==> config.mk <==
export PLATFORM = sky130hd
export DESIGN_NAME = sdram_init_seq
export DESIGN_NICKNAME = d
export VERILOG_FILES = /design/src/rtl/sdram_init_seq.sv
export SDC_FILE = /design/constraint.sdc
export NUM_CORES = 1
export LEC_CHECK = 0
export ABC_AREA = 1
export BUFFER_PORTS_ARGS = -buffer_cell sky130_fd_sc_hd__buf_4
export CORE_AREA = 2 2 70 85
export CTS_BUF_LIST = sky130_fd_sc_hd__clkbuf_2
export DETAILED_ROUTE_END_ITERATION = 16
export DIE_AREA = 0 0 72 87
export PLACE_DENSITY = 0.76
export SETUP_SLACK_MARGIN = 0.3
export SLEW_MARGIN = 25
export SYNTH_ARGS = -nofsm -noshare
export SYNTH_HDL_FRONTEND = slang
export SYNTH_SLANG_ARGS = --single-unit
==> constraint.sdc <==
create_clock -name sdram_clk -period 1.49 [get_ports sdram_clk]
set_input_delay 0.149 -clock sdram_clk [delete_from_list [all_inputs] [get_ports sdram_clk]]
set_output_delay 0.149 -clock sdram_clk [all_outputs]
set_load 0.02 [all_outputs]
==> src/rtl/sdram_init_seq.sv <==
// SDRAM power-up initialisation sequencer: wait, CKE, PRECHARGE ALL,
// N x AUTO REFRESH, LOAD MODE, then hold done until reinit or reset.
// Ports: sdram_clk, sdram_rst_ (async, active-low), reinit (DONE only),
// cke, cmd {cs_n,ras_n,cas_n,we_n}, addr, ba, init_busy, init_done.
module sdram_init_seq #(
   parameter int INIT_CNT = 16'h4000,
   parameter int CNT_W    = 16,
   parameter int CKE_LEAD = INIT_CNT >> 1,
   parameter int TRP      = 3,
   parameter int TRFC     = 8,
   parameter int TMRD     = 2,
   parameter int REF_NUM  = 8,
   parameter int ADDR_W   = 13,
   parameter logic [ADDR_W-1:0] MODE_REG = 'h033
) (
   input  logic              sdram_clk,
   input  logic              sdram_rst_,
   input  logic              reinit,
   output logic              cke,
   output logic [3:0]        cmd,
   output logic [ADDR_W-1:0] addr,
   output logic [1:0]        ba,
   output logic              init_busy,
   output logic              init_done
);

   localparam logic [3:0] CMD_NOP = 4'b0111;
   localparam logic [3:0] CMD_PRE = 4'b0010;
   localparam logic [3:0] CMD_REF = 4'b0001;
   localparam logic [3:0] CMD_MRS = 4'b0000;

   localparam int RW = $clog2(REF_NUM + 1);
   localparam int TW = 16;

   localparam logic [CNT_W-1:0] CNT_END = CNT_W'(INIT_CNT - 1);
   localparam logic [CNT_W-1:0] LEAD    = CNT_W'(CKE_LEAD);
   localparam logic [RW-1:0]    REF_END = RW'(REF_NUM);

   // _W states hold T-1 cycles: load T-2 and count down to zero
   localparam logic [TW-1:0] TRP_LD  = TW'(TRP - 2);
   localparam logic [TW-1:0] TRFC_LD = TW'(TRFC - 2);
   localparam logic [TW-1:0] TMRD_LD = TW'(TMRD - 2);

   typedef enum logic [2:0] {
      S_WAIT,
      S_PRE,
      S_PRE_W,
      S_REF,
      S_REF_W,
      S_MRS,
      S_MRS_W,
      S_DONE
   } state_t;

   state_t           state, state_nxt;
   logic [CNT_W-1:0] cnt, cnt_nxt;
   logic [RW-1:0]    ref_cnt, ref_nxt;
   logic [TW-1:0]    tmr, tmr_nxt;
   logic             cke_on, cke_on_nxt;

   logic [RW-1:0]    ref_inc;
   logic             ref_hit;

   logic              cke_d;
   logic [3:0]        cmd_d;
   logic [ADDR_W-1:0] addr_d;
   logic [1:0]        ba_d;
   logic              busy_d;
   logic              done_d;

   assign ref_inc = ref_cnt + RW'(1);
   assign ref_hit = (ref_inc == REF_END);

   always_ff @(posedge sdram_clk or negedge sdram_rst_) begin
      if (!sdram_rst_) begin
         state   <= S_WAIT;
         cnt     <= '0;
         ref_cnt <= '0;
         tmr     <= '0;
         cke_on  <= 1'b0;
      end else begin
         state   <= state_nxt;
         cnt     <= cnt_nxt;
         ref_cnt <= ref_nxt;
         tmr     <= tmr_nxt;
         cke_on  <= cke_on_nxt;
      end
   end

   always_comb begin
      state_nxt  = state;
      cnt_nxt    = cnt;
      ref_nxt    = ref_cnt;
      tmr_nxt    = tmr;
      cke_on_nxt = cke_on;
      unique case (state)
         S_WAIT: begin
            if (cnt == LEAD)
               cke_on_nxt = 1'b1;
            // counter parks at its final value on exit
            if (cnt == CNT_END)
               state_nxt = S_PRE;
            else
               cnt_nxt = cnt + CNT_W'(1);
         end
         S_PRE: begin
            ref_nxt = '0;
            tmr_nxt = TRP_LD;
            state_nxt = (TRP == 1) ? S_REF : S_PRE_W;
         end
         S_PRE_W: begin
            if (tmr == '0)
               state_nxt = S_REF;
            else
               tmr_nxt = tmr - TW'(1);
         end
         S_REF: begin
            tmr_nxt = TRFC_LD;
            if (TRFC == 1) begin
               ref_nxt = ref_inc;
               state_nxt = ref_hit ? S_MRS : S_REF;
            end else begin
               state_nxt = S_REF_W;
            end
         end
         S_REF_W: begin
            if (tmr == '0) begin
               ref_nxt = ref_inc;
               state_nxt = ref_hit ? S_MRS : S_REF;
            end else begin
               tmr_nxt = tmr - TW'(1);
            end
         end
         S_MRS: begin
            tmr_nxt = TMRD_LD;
            state_nxt = (TMRD == 1) ? S_DONE : S_MRS_W;
         end
         S_MRS_W: begin
            if (tmr == '0)
               state_nxt = S_DONE;
            else
               tmr_nxt = tmr - TW'(1);
         end
         S_DONE: begin
            if (reinit)
               state_nxt = S_PRE;
         end
         default: state_nxt = S_WAIT;
      endcase
   end

   always_comb begin
      cke_d  = cke_on;
      cmd_d  = CMD_NOP;
      addr_d = '0;
      ba_d   = '0;
      busy_d = 1'b1;
      done_d = 1'b0;
      unique case (state)
         S_PRE: begin
            cmd_d = CMD_PRE;
            addr_d[10] = 1'b1;
         end
         S_REF: cmd_d = CMD_REF;
         S_MRS: begin
            cmd_d  = CMD_MRS;
            addr_d = MODE_REG;
         end
         S_DONE: begin
            busy_d = 1'b0;
            done_d = 1'b1;
         end
         default: ;
      endcase
   end

   always_ff @(posedge sdram_clk or negedge sdram_rst_) begin
      if (!sdram_rst_) begin
         cke       <= 1'b0;
         cmd       <= CMD_NOP;
         addr      <= '0;
         ba        <= '0;
         init_busy <= 1'b1;
         init_done <= 1'b0;
      end else begin
         cke       <= cke_d;
         cmd       <= cmd_d;
         addr      <= addr_d;
         ba        <= ba_d;
         init_busy <= busy_d;
         init_done <= done_d;
      end
   end

endmodule

==> results of run 1 <==
==> layout make-up <==
type                            instances  area, sq um  share of cell area [%]
Sequential cell                        48         1216                   29.94
Clock buffer                            5        25.02                  0.6161
Timing Repair inverter                  1        8.758                  0.2156
Inverter                               44        172.7                   4.251
Timing Repair Buffer                   72        700.7                   17.25
Multi-Input combinational cell        275         1841                   45.32
Clock inverter                          3        17.52                  0.4313
Tap cell                               64        80.08                   1.972
==> power breakdown <==
group,switching (mW),internal [mW],leakage (nW)
clock network,0.435,0.115,0.0308
registers,0,1.31,0.622
logic,0.0503,0.00506,1.42
total,0.485,1.43,2.08
==> cells by family after synthesis <==
| kind of cell | Yosys count |
|---|---|
| other | 1 |
| adder cells (fa/ha/maj) | 4 |
| buffers and inverters | 63 |
| AND/OR/NAND/NOR | 213 |
| AO/OA/AOI/OAI | 28 |
| XOR/XNOR | 18 |
| flip-flops | 48 |
==> sequential cells by signal, summed over array words and instances (netlist names) <==
name / count
cke: 1
cmd: 3
tmr: 16
init_busy: 1
state: 3
init_done: 1
ref_cnt: 4
cke_d: 1
addr: 2
cnt: 16
==> cells in the final DEF, fill, tap and decap left out, types with 2 or more instances in the layout <==
cell / instances
buf_12: 3
buf_4: 45
buf_6: 20
clkbuf_2: 5
conb_1: 11
dfrtp_1: 36
dfrtp_2: 8
dfstp_2: 4
ha_1: 2
ha_4: 2
inv_1: 33
inv_2: 10
inv_6: 2
nand2_1: 67
nand2_2: 31
nand2_4: 7
nand3_1: 29
nand3_2: 3
nand3_4: 3
nand4_1: 8
nor2_1: 21
nor2_2: 11
nor2_4: 16
nor3_1: 4
nor3_4: 4
o21ai_0: 3
o21ai_1: 7
o21ai_2: 14
xor2_1: 15
==> per-layer routing <==
metal,vias up,part of all wire [%]
met1,1340,37
li1,1311,-
met4,0,5.2
met5,-,0
met3,49,4.5
met2,114,54
==> metrics by stage <==
step                      util, %  setup slack (ns)
final                       73.61           -0.1577
after floorplan                 -            0.1185
after CTS                   66.76          0.001017
after global routing        73.61           -0.1907
after detailed placement    59.50          -0.03402
after global placement      59.50           0.04623
==> path summary, 6_finish.rpt <==
kind                                          start                   end  slack (ns)  cells past startpoint
worst max-delay path            cnt[14]$_DFFE_PN0P_   cnt[11]$_DFFE_PN0P_       -0.16                      8
worst min-delay path                         reinit  state[1]$_DFFE_PN0P_        0.09                      5
worst max register to register  cnt[14]$_DFFE_PN0P_   cnt[11]$_DFFE_PN0P_       -0.16                      8
worst min register to register    cke_d$_DFFE_PN0P_         cke$_DFF_PN0_        0.41                      0
max in group asynchronous                sdram_rst_    cnt[8]$_DFFE_PN0P_        0.79                      2
min in group asynchronous                sdram_rst_    cnt[6]$_DFFE_PN0P_        0.21                      2
==> synthesized netlist by cell type (all sizes together) <==
library cell	number	share of area, %
nand2	106	14
nor2	48	8.0
dfrtp	44	37
inv	44	5.6
nand3	35	6.4
o21ai	24	5.4
buf	19	5.7
xor2	16	4.8
nand4	9	2.4
nor3	9	1.7
dfstp	4	3.6
ha	4	1.7
a21oi	2	0.47
nor4	2	0.43
or2	2	0.43
xnor2	2	0.60
a31oi	1	0.21
and3	1	0.21
conb	1	0.13
nand3b	1	0.26
o21bai	1	0.26
==> critical path: cells and delay by family (launching register included) <==
kind | cells | cell delay, ns
AND/OR/NAND/NOR | 6 | 0.83
flip-flops | 1 | 0.44
buffers and inverters | 1 | 0.15
XOR/XNOR | 1 | 0.15
==> repair_timing <==
action / CTS / global route
gates resized for setup: 47 / 70
setup endpoints to repair: 48 / 51
pin swaps: 14 / 31
hold buffers: 1 / 0
gates cloned: 3 / 2
endpoints found under the hold margin: 44 / 0
setup buffers: 16 / 11
==> impl_summary.log, run 1 <==
[metrics] status: complete, but fails checks
[metrics] failing checks: setup timing
[metrics] final routed DRC violation total: 0
[metrics] RSZ-0062 raised after global routing: yes
[metrics] Slowest cell on crit path: dfrtp_1
[metrics] final net count: 454
[metrics] relative slew slack: 58.59%
[metrics] Max Cap Violations: 0
[metrics] Total Negative Setup Slacks: -1.922 ns
[metrics] die width: 72 um
[metrics] grt met1 use: 27.11%
[metrics] htree depth: 2
[metrics] biggest fanout along the worst timing path: 5
[metrics] adder and majority gate portion of the synthesized area: 1.701%
[metrics] flip-flop and latch count after synthesis: 48
[metrics] number of inserted diodes: 0
[metrics] effective utilization at floorplan: 53.31%
[metrics] most crowded layer after global routing: met2
[metrics] overall die height: 87 um
[metrics] share of the synthesized area in compound gates (AO/OA/AOI/OAI): 6.295%
[metrics] global routing usage summed across all routing layers: 24.79%
[metrics] time the final worst path needs with I/O delays and setup: 1.648 ns
[metrics] number of standard cells in the layout, taps in and fillers out: 512
[metrics] Slew Limit Fails: 0
[metrics] data arrival time of the critical path: 1.98 ns
[metrics] DRT Wirelength: 8.721 mm
[metrics] number of sinks handled by clock tree synthesis: 48
[metrics] nature of the critical path endpoint: flop
[metrics] combined area of all synthesized cells: 2942 sq um
[metrics] Fmax achieved: 0.6069 GHz
[metrics] maximum vdd drop: 429.0 uV
[metrics] placeable core area: 5518 sq um
[metrics] Final Cycle Share: 110.6%
[metrics] number of buffer cells added on primary ports: 13
[metrics] pin count of the biggest net entering global routing: 49
[metrics] count of vias placed by the detailed router: 2814
[metrics] Post-Synth XOR/XNOR Area: 5.359%
[metrics] type of element launching the critical path: flop
[metrics] met3 Resource Use GR: 4.051%
[metrics] clock latency of the later-clocked register in the worst-skew pair: 0.45 ns
[metrics] series of cell instances along the critical path: nor2_1 > nand2_1 > nor2_4 > nand2_2 > nand2_4 > buf_6 > nor2_4 > xor2_1
[metrics] minimum setup slack in the final design: -0.1577 ns
[metrics] simple logic cell fraction of the synthesized area: 34.24%
[metrics] overall overflow remaining after global route: 0
[metrics] met2 usage in global routing: 45.62%
[metrics] post-layout instance area: 4061 sq um
[metrics] number of global-route vias before repair: 2778
[metrics] clock buffers created by TritonCTS: 5
[metrics] Final Wtd Congestion: 0.8791
[metrics] Pwr Density: 470.6 nW/um^2
[metrics] power after layout: 1.911 mW
[metrics] total leakage power: 2.076 nW
[metrics] area added between synthesis and finish: 38.07%
[metrics] Worst path max stage delay: 0.44 ns
[metrics] detailed-route wire length per cell: 17.03 um
[metrics] share of post-route cells with drive strength above 1: 45.31%
[metrics] library cells used by synthesis: 36
[metrics] fill cell count: 348
[metrics] worst hold slack: 0.09050 ns
[metrics] Post-DP Area: 3283 sq um
[metrics] Worst Setup Path Type: reg -> reg
[metrics] cell with the most instances on the worst path: nor2_4
[metrics] register clock-pin slew on the reported worst setup and hold paths: 0.23 ns
[metrics] setup-violating endpoint count in the final report: 30
[metrics] hold crit path type: in -> reg
[metrics] clock tree from TritonCTS: yes
[metrics] proportion of synthesized chip area in sequential cells: 41.00%
[metrics] Max Root-Sink Buffers: 2
[metrics] number of primary I/O pins: 25
[metrics] Post-Synthesis Cells: 375
[metrics] number of detailed-routing iterations run before antenna repair: 4
[metrics] Mapped Avg Cell Area: 7.844 sq um
[metrics] antenna violations before repair: 0
[metrics] HPWL Detailed: 4.527 mm
[metrics] cell at the root of the clock tree: clkbuf_2
[metrics] synthesis warning total: 0
[metrics] multiplexer share of the synthesized area: 0%
[metrics] wire length of the first global-routing pass: 12.23 mm
[metrics] Tightest Pin Transition: 0.6211 ns
[metrics] worst setup skew after layout: 0.04298 ns
[metrics] DRT antenna net count: 0
[metrics] first-iteration detailed-routing DRC count: 208
[metrics] dominant combinational cell family by area after synthesis: simple AND/OR/NAND/NOR gates
[metrics] required time worst endpoint: 1.82 ns
[metrics] die footprint: 6264 sq um
[metrics] mean number of vias per cell: 5.496
[metrics] final count of hold timing violations: 0
[metrics] number of cells in the design after placement: 471
[metrics] number of placement rows: 30
No activity file was read; power rests on OpenSTA's default activity.
==> run 2, diff against run 1 <==
CORE_AREA = 2 2 64 78   (was 2 2 70 85)
DIE_AREA = 0 0 66 80   (was 0 0 72 87)
PLACE_DENSITY = 0.86   (was 0.76)
clock period = 1.9 ns   (was 1.49 ns; I/O delays follow)
==> impl_summary.log, run 2 (same netlist as run 1, synthesis figures left out) <==
[metrics] die footprint: 5280 sq um (was 6264 sq um)
[metrics] number of sinks handled by clock tree synthesis: 48 (unchanged)
[metrics] number of cells on the worst hold path: 5 (unchanged)
[metrics] time the final worst path needs with I/O delays and setup: 1.584 ns (was 1.648 ns)
[metrics] share of post-route cells with drive strength above 1: 26.29% (was 45.31%)
[metrics] utilization after layout: 73.77% (was 73.61%)
[metrics] global routing usage summed across all routing layers: 25.17% (was 24.79%)
[metrics] multi-input gate area in the final layout: 1558 sq um (was 1841 sq um)
[metrics] Largest regs: cnt (16), tmr (16), ref_cnt (4) (unchanged)
[metrics] Worst Setup Path Type: reg -> reg (unchanged)
[metrics] Pwr Density: 491.5 nW/um^2 (was 470.6 nW/um^2)
[metrics] cell with the most instances on the worst path: nand2_1 (was nor2_4)
[metrics] number of detailed-routing iterations run before antenna repair: 4 (unchanged)
[metrics] hold crit path type: in -> reg (unchanged)
[metrics] routed metal-1 wire length: 2.490 mm (was 3.196 mm)
[metrics] status: complete, no violations (was complete, but fails checks)
[metrics] DRT Wirelength: 6.505 mm (was 8.721 mm)
[metrics] placeable core area: 4527 sq um (was 5518 sq um)
[metrics] overall die height: 80 um (was 87 um)
[metrics] wire length of the first global-routing pass: 10.27 mm (was 12.23 mm)
[metrics] cell at the root of the clock tree: clkbuf_2 (unchanged)
[metrics] number of primary I/O pins: 25 (unchanged)
[metrics] HPWL Detailed: 4.341 mm (was 4.527 mm)
[metrics] number of standard cells in the layout, taps in and fillers out: 465 (was 512)
[metrics] Worst path max stage delay: 0.50 ns (was 0.44 ns)
[metrics] required time worst endpoint: 2.23 ns (was 1.82 ns)
[metrics] nature of the critical path endpoint: flop (unchanged)
[metrics] Max Root-Sink Buffers: 2 (unchanged)
[metrics] highest metal layer with signal wires: met4 (unchanged)
[metrics] Final Wtd Congestion: 0.9184 (was 0.8791)
[metrics] biggest fanout along the worst timing path: 5 (unchanged)
[metrics] leading cell types in the layout, fill and taps excluded: 97 x nand2_1, 35 x inv_1, 35 x dfrtp_1 (was 67 x nand2_1, 45 x buf_4, 36 x dfrtp_1)
[metrics] storage element area: 1217 sq um (was 1216 sq um)
[metrics] mean number of vias per cell: 5.437 (was 5.496)
[metrics] clock latency of the later-clocked register in the worst-skew pair: 0.45 ns (about the same)
[metrics] register clock-pin slew on the reported worst setup and hold paths: 0.27 ns (was 0.23 ns)
[metrics] antenna violations before repair: 0 (unchanged)
[metrics] area added between synthesis and finish: 13.53% (was 38.07%)
[metrics] pin count of the biggest net entering global routing: 49 (unchanged)
[metrics] clock tree from TritonCTS: yes (unchanged)
[metrics] effective utilization at floorplan: 64.98% (was 53.31%)
[metrics] setup-violating endpoint count in the final report: 0 (was 30)
[metrics] Fmax achieved: 0.6312 GHz (was 0.6069 GHz)
[metrics] total leakage power: 1.672 nW (was 2.076 nW)
[metrics] Max Cap Violations: 0 (unchanged)
[metrics] number of placement rows: 27 (was 30)
[metrics] Slowest cell on crit path: dfrtp_1 (unchanged)
[metrics] worst setup skew after layout: 0.03580 ns (was 0.04298 ns)
[metrics] number of buffer cells added on primary ports: 13 (unchanged)
[metrics] clock buffers created by TritonCTS: 5 (unchanged)
[metrics] power after layout: 1.641 mW (was 1.911 mW)
[metrics] final count of hold timing violations: 0 (unchanged)
[metrics] RSZ-0062 raised after global routing: yes (unchanged)
[metrics] DRT antenna net count: 0 (unchanged)
[metrics] first-iteration detailed-routing DRC count: 264 (was 208)
[metrics] final routed DRC violation total: 0 (unchanged)
[metrics] data arrival time of the critical path: 1.92 ns (was 1.98 ns)
[metrics] die width: 66 um (was 72 um)
[metrics] Tightest Pin Transition: 0.5902 ns (was 0.6211 ns)
[metrics] number of cells in the design after placement: 441 (was 471)
[metrics] total met3 wirelength after detailed routing: 279 um (was 389 um)
[metrics] Slew Limit Fails: 0 (unchanged)
[metrics] type of element launching the critical path: flop (unchanged)
[metrics] depth of the worst register-to-register path: 9 (was 8)
[metrics] final net count: 413 (was 454)
[metrics] Met2 Routed Length: 3.587 mm (was 4.680 mm)
[metrics] htree depth: 2 (unchanged)
[metrics] number of global-route vias before repair: 2354 (was 2778)
[metrics] overall overflow remaining after global route: 0 (unchanged)
[metrics] series of cell instances along the critical path: nand2_1 > inv_1 > nand2_1 > nor2_4 > nand2_1 > nand2_2 > buf_4 > nor2_1 > xor2_1 (was nor2_1 > nand2_1 > nor2_4 > nand2_2 > nand2_4 > buf_6 > nor2_4 > xor2_1)
[metrics] Final Cycle Share: 83.38% (was 110.6%)
[metrics] detailed-route wire length per cell: 13.99 um (was 17.03 um)
[metrics] leading cell type in the layout, fill and taps excluded: nand2_1 (unchanged)
[metrics] Total Negative Setup Slacks: 0 ns (was -1.922 ns)
[metrics] relative slew slack: 60.65% (was 58.59%)
[metrics] fill cell count: 328 (was 348)
[metrics] number of inserted diodes: 0 (unchanged)
[metrics] count of vias placed by the detailed router: 2528 (was 2814)
[metrics] maximum vdd drop: 368.4 uV (was 429.0 uV)
run 2: final cells by class:
class,instances,area share [%]
Timing Repair Buffer,32,7.756
Sequential cell,48,36.46
Clock inverter,3,1.274
Multi-Input combinational cell,275,46.65
Tap cell,58,2.173
Inverter,44,4.946
Clock buffer,5,0.7493
run 2: what timing repair did:
action | 4_1_cts | 5_1_grt
resized for setup | 10 | 24
pin swaps | 2 | 7
buffers inserted | 2 | 12
setup endpoints to repair | 27 | 34
hold buffers | 1 | 0
gates cloned | 0 | 1
hold endpoints to repair | 44 | 0
run 2: worst max-delay path: cells and delay by family (launching register included):
family / cells / cell delay [ns]
xor+xnor: 1 / 0.15
buf+inv: 2 / 0.22
flops: 1 / 0.50
simple gates: 6 / 0.58
run 2: where the power goes:
part | switching, mW | internal (mW) | leakage (nW) | total (mW)
combinational | 0.0383 | 0.00397 | 1.01 | 0.0423
sequential | 0 | 1.02 | 0.621 | 1.02
clock | 0.356 | 0.219 | 0.0390 | 0.574
total | 0.394 | 1.25 | 1.67 | 1.64
run 2: final timing paths:
check,slack [ns],from,endpoint
max,0.32,cnt[12]$_DFFE_PN0P_,cnt[3]$_DFFE_PN0P_
min,0.10,reinit,state[1]$_DFFE_PN0P_
max reg2reg,0.32,cnt[12]$_DFFE_PN0P_,cnt[3]$_DFFE_PN0P_
min reg2reg,0.40,cke_d$_DFFE_PN0P_,cke$_DFF_PN0_
max in group asynchronous,1.21,sdram_rst_,cnt[3]$_DFFE_PN0P_
min in group asynchronous,0.23,sdram_rst_,tmr[11]$_DFFE_PN0P_
run 2: through the flow:
stage                     setup slack [ns]  cell area, sq um  hold slack (ns)
after floorplan                     0.4147              2979          -0.1056
after global placement              0.2681              3025           0.2328
after detailed placement            0.1733              3025           0.2330
after CTS                           0.2801              3159           0.1009
after global routing                0.2291              3339           0.1246
final                               0.3157              3339           0.1011
run 2: layer usage:
metal	GRT usage, %	up-vias
li1	-	1231
met1	28.30	1194
met2	45.66	90
met3	4.937	13
met4	10.61	0
met5	0	-
